### src/rtl/alu_exec_stage.sv
// Registered ALU execute stage: output register plus one-entry skid buffer,
// giving 1-cycle latency and full throughput under back-pressure.
module alu_exec_stage #(
  parameter int XLEN  = 32,
  parameter int ERR_W = 8
) (
  input  logic             clk,
  input  logic             rst_n,
  input  logic             flush,
  input  logic             in_valid,
  output logic             in_ready,
  input  logic [3:0]       alu_ctrl,
  input  logic [XLEN-1:0]  op_a,
  input  logic [XLEN-1:0]  op_b,
  output logic             out_valid,
  input  logic             out_ready,
  output logic [XLEN-1:0]  result,
  output logic             zero,
  output logic             ovf,
  output logic             illegal,
  output logic [ERR_W-1:0] err_count
);

  // Handshake: a transfer happens on a rising edge where valid && ready are
  // both high; valid never depends on ready, and a held op stays unchanged.
  localparam int PW = XLEN + 3;

  logic [XLEN-1:0]  sum_c, diff_c, res_c;
  logic             zero_c, ovf_c, ill_c;
  logic [PW-1:0]    new_data_c;
  logic             accept_c, drain_c;

  logic             o_valid_q, o_valid_d;
  logic [PW-1:0]    o_data_q, o_data_d;
  logic             s_valid_q, s_valid_d;
  logic [PW-1:0]    s_data_q, s_data_d;
  logic [ERR_W-1:0] err_q, err_d;

  assign sum_c  = op_a + op_b;
  assign diff_c = op_a - op_b;

  always_comb begin
    res_c = '0;
    ovf_c = 1'b0;
    ill_c = 1'b0;
    case (alu_ctrl)
      4'b0000: res_c = op_a & op_b;
      4'b0001: res_c = op_a | op_b;
      4'b0010: begin
        res_c = sum_c;
        ovf_c = (op_a[XLEN-1] == op_b[XLEN-1]) && (sum_c[XLEN-1] != op_a[XLEN-1]);
      end
      4'b0110: begin
        res_c = diff_c;
        ovf_c = (op_a[XLEN-1] != op_b[XLEN-1]) && (diff_c[XLEN-1] != op_a[XLEN-1]);
      end
      default: ill_c = 1'b1;
    endcase
    zero_c     = !ill_c && (res_c == '0);
    new_data_c = {res_c, zero_c, ovf_c, ill_c};
  end

  // in_ready depends only on the skid flop and flush, never on out_ready.
  assign in_ready = !s_valid_q && !flush;
  assign accept_c = in_valid && in_ready;
  assign drain_c  = o_valid_q && out_ready;

  always_comb begin
    o_valid_d = o_valid_q;
    o_data_d  = o_data_q;
    s_valid_d = s_valid_q;
    s_data_d  = s_data_q;
    err_d     = err_q;
    if (flush) begin
      o_valid_d = 1'b0;
      s_valid_d = 1'b0;
    end else begin
      if (s_valid_q && drain_c) begin
        o_data_d  = s_data_q;
        s_valid_d = 1'b0;
      end else if (accept_c && (!o_valid_q || drain_c)) begin
        o_data_d  = new_data_c;
        o_valid_d = 1'b1;
      end else if (accept_c) begin
        s_data_d  = new_data_c;
        s_valid_d = 1'b1;
      end else if (drain_c) begin
        o_valid_d = 1'b0;
      end
      if (accept_c && ill_c && (err_q != {ERR_W{1'b1}})) begin
        err_d = err_q + 1'b1;
      end
    end
  end

  always_ff @(posedge clk or negedge rst_n) begin
    if (!rst_n) begin
      o_valid_q <= 1'b0;
      o_data_q  <= '0;
      s_valid_q <= 1'b0;
      s_data_q  <= '0;
      err_q     <= '0;
    end else begin
      o_valid_q <= o_valid_d;
      o_data_q  <= o_data_d;
      s_valid_q <= s_valid_d;
      s_data_q  <= s_data_d;
      err_q     <= err_d;
    end
  end

  assign out_valid                    = o_valid_q;
  assign {result, zero, ovf, illegal} = o_data_q;
  assign err_count                    = err_q;

endmodule

### config.mk
export PLATFORM = sky130hd
export DESIGN_NAME = alu_exec_stage
export DESIGN_NICKNAME = d
export VERILOG_FILES = /design/src/rtl/alu_exec_stage.sv
export SDC_FILE = /design/constraint.sdc
export NUM_CORES = 1
export LEC_CHECK = 0
export BUFFER_PORTS_ARGS = -buffer_cell sky130_fd_sc_hd__buf_4
export CAP_MARGIN = 40
export CORE_MARGIN = 5
export CORE_UTILIZATION = 50
export CTS_BUF_LIST = sky130_fd_sc_hd__clkbuf_4
export DETAILED_ROUTE_END_ITERATION = 7
export GPL_TIMING_DRIVEN = 0
export PLACE_DENSITY_LB_ADDON = 0.15
export SETUP_SLACK_MARGIN = 0.4
export SYNTH_ARGS = -nofsm -noshare
export SYNTH_HDL_FRONTEND = slang
export SYNTH_SLANG_ARGS = --single-unit
### constraint.sdc
create_clock -name clk -period 3.92 [get_ports clk]
set_input_delay 0.588 -clock clk [delete_from_list [all_inputs] [get_ports clk]]
set_output_delay 0.588 -clock clk [all_outputs]
set_load 0.05 [all_outputs]
==> impl_metrics.py <==
metrics = {
    "die": {
        "start_util": 0.5123,
        "num_io_pins": 118,
        "die_y_um": 140.6,
        "rows": 47,
        "core_mm2": 0.01664,
        "die_w_um": 140.6,
        "die-area_mm2": 0.01976,
    },
    "sta": {
        "tightest_slew_ps": 891.0,
        "period_needed_ps": 3756,
        "rsz0062_at_grt": "true",
        "timing.final.hold_violations": 0,
        "post-route-period-util": 0.9583,
        "maxSlewHeadroom": 0.4038,
        "maxSlewViolCount": 0,
        "finalClockSkew_ps": 12.98,
        "setup_violations": 0,
        "max_freq_ghz": 0.2662,
    },
    "placement": {
        "hpwlAfterDp_mm": 23.77,
        "gp_congestion": 1.027,
        "io_buffers": 116,
        "place_inst": 1495,
    },
    "min_path": {
        "hp-class": "in2async",
    },
    "job": {
        "max_cap_violations": 0,
    },
    "yosys": {
        "synth_edf_count": 0,
        "yosysSeqAreaShare": 0.2348,
        "netlist_area_mm2": 0.008526,
        "post-synth-top-count-cell": "nand2_1",
        "yosys.cell_types.count": 74,
        "yosysWarnings": 0,
        "synthTopCellsByCount": "169 x nand2_1, 100 x inv_1, 100 x o21ai_0",
        "synthCells": 1153,
        "synth_area_leaders": "dfrtp_1 23%, ha_1 14%, nand2_1 7.4%",
        "ys.flop_type": "dfrtp_1",
        "netlist.area_leader.share": 0.2348,
        "ys_seq_elements": 80,
        "syn_area_per_cell_um2": 7.394,
        "synth_nets": 1325,
        "yosys.area.top_type": "dfrtp_1",
        "async_reset_ff_frac": 1.000,
    },
    "drt": {
        "dr.pass1.iters": 5,
        "drtIter0Drc": 907,
        "via_count": 9188,
        "vias_per_cell": 6.025,
        "wl_per_cell_um": 19.37,
        "drt_wl_total_mm": 29.54,
        "drc": 0,
        "postRouteAntennaNets": 0,
    },
    "final_layout": {
        "syn2layout_area_growth_pct": 21.18,
        "multi_input_area_mm2": 0.006178,
        "fin_nets": 1471,
        "drive_above_1_share": 0.1863,
        "n_fill_cell": 1570,
        "final_cells": 1525,
        "register_area_mm2": 0.002002,
    },
    "clocking": {
        "cts_root_buffer": "clkbuf_4",
        "clk_latency_ps": 430,
        "cts_hold_buffers": 0,
        "h-tree-depth": 3,
        "cts_buffers": 9,
        "tritoncts": "yes",
        "cts.clk_slew.worst_paths_ps": 130,
        "clkSinkCount": 80,
        "clock_path_buffers": 2,
    },
    "global_route": {
        "overflow": 0,
        "grt_max_degree": 43,
        "antenna_found_initial": 1,
        "grt_pass1_vias": 8535,
        "grt_usage": 0.2902,
        "grt_pass1_wl_mm": 46.36,
    },
    "critical_path": {
        "path_common_cell": "or4_4",
        "r2r_end": "err_count[7]",
        "worstPathRequired_ps": 4280,
        "worst-path-buf-inv": 2,
        "max_stage_delay_ps": 490,
        "worstReg2RegStart": "err_count[0]",
        "arrival_ps": 4120,
        "slowest_stage": "or4_4",
        "path_max_fanout": 4,
        "worstRegToRegCells": 9,
        "reg2reg_slack_ps": 1640,
        "end_kind": "flip-flop",
        "cp-start-kind": "primary input",
        "crit_chain": "buf_8 -> clkinvlp_4 -> ha_4 -> o21ba_4 -> or4_4 -> a2111oi_4 -> nor3_2 -> o21ai_2 -> a311oi_2 -> or3_1 -> a31o_4 -> or4_4 -> nor4_4 -> nand2_1 -> a21oi_2",
        "critPathKind": "in2reg",
        "cp_top_family": "simple AND/OR/NAND/NOR gates",
    },
    "pwr": {
        "p_per_area_mw_per_mm2": 302.8,
        "totalPowerFinal_mw": 3.129,
        "p_leak_nw": 4.969,
        "worst_ir_drop_vdd_v": 0.0003512,
    },
    "run_status": {
        "status": "finished clean",
    },
}
-- placed cells by master (no fill, tap or decap), drive strengths merged, types with 5 or more instances in the layout --
| master | n |
|---|---|
| clkbuf | 64 |
| nand2 | 169 |
| inv | 100 |
| nand3 | 19 |
| o22ai | 13 |
| o21bai | 13 |
| nand4 | 12 |
| dfrtp | 80 |
| a21boi | 5 |
| o21a | 8 |
| mux2i | 27 |
| a221oi | 8 |
| o31ai | 18 |
| xnor2 | 26 |
| a31oi | 7 |
| a21oi | 91 |
| nor2 | 97 |
| o21ai | 104 |
| xor2 | 6 |
| ha | 97 |
| a311oi | 6 |
| and2 | 5 |
| nor2b | 9 |
| o211ai | 15 |
| a211oi | 22 |
| a2111oi | 5 |
| nor4 | 17 |
| buf | 146 |
| and3 | 5 |
| or3 | 9 |
| a21o | 10 |
| nor3 | 28 |
-- area by class of cell --
type	instances	share of cell area
repair buffers	135	0.1000
clock buffers	10	0.007267
flip-flops and latches	80	0.1938
well taps	220	0.02664
clock inverters	6	0.008114
multi-input cells	906	0.5980
plain buffers	66	0.02858
diodes	1	0.0002422
inverters	101	0.03730
-- state kept, by name, indices dropped and copies added, names as in the netlist --
register / flops
o_data_q: 35
s_data_q: 35
err_count: 8
out_valid: 1
s_valid_q: 1
-- where the power goes --
part | internal, mW | switching [mW] | total [mW]
clock | 0.264 | 0.279 | 0.543
sequential | 0.951 | 0.0872 | 1.04
combinational | 0.538 | 1.01 | 1.55
total | 1.75 | 1.38 | 3.13
-- cell families (layout without fill, tap and decap cells) --
logic type,after synthesis,after routing,synth area share
adder cells (fa/ha/maj),99,99,0.1470
buffers and inverters,167,318,0.07617
XOR/XNOR,32,32,0.03287
other,0,1,0
multiplexers,28,28,0.03302
AND/OR/NAND/NOR,388,388,0.2055
flip-flops,80,80,0.2348
AO/OA/AOI/OAI,359,359,0.2706
-- through the flow --
stage / worst slack, ps / util / setup TNS, ps / area (µm²) / hold slack (ps)
finish: 163.6 / 0.6208 / 0 / 10330 / 95.41
global route: 98.10 / 0.6208 / 0 / 10330 / 121.9
CTS: 253.3 / 0.6141 / 0 / 10220 / 98.09
detailed placement: -678.1 / 0.5893 / -1535 / 9807 / 462.5
global placement: -1010 / 0.5859 / -3231 / 9751 / 457.7
floorplan: 160.2 / - / 0 / 8605 / 292.4
-- layer usage --
metal  wire length, µm  vias to the layer above  track usage
met5                 0                        -            0
met4              1030                        0       0.1005
met3              2443                       76      0.04335
met2             13580                      425       0.4768
met1             12490                     4321       0.3912
li1                  -                     4366            -
-- worst max path at each step --
stage,startpoint,endpoint,slack [ps],cells past startpoint
2_1_floorplan,op_a[0],o_data_q[2],160,16
3_3_place_gp,op_b[1],o_data_q[2],-1010,15
3_5_place_dp,op_b[1],o_data_q[2],-680,16
4_1_cts,op_b[1],o_data_q[2],250,15
5_1_grt,op_b[1],o_data_q[2],100,15
6_report,op_b[1],o_data_q[2],160,15
-- timing repair --
item | CTS | global route
setup endpoints to repair | 4 | 11
setup buffers | 11 | 2
pin swaps | 15 | 9
gates resized for setup | 41 | 41
endpoints found under the hold margin | 0 | 0
(Power assumes the default switching activity.)
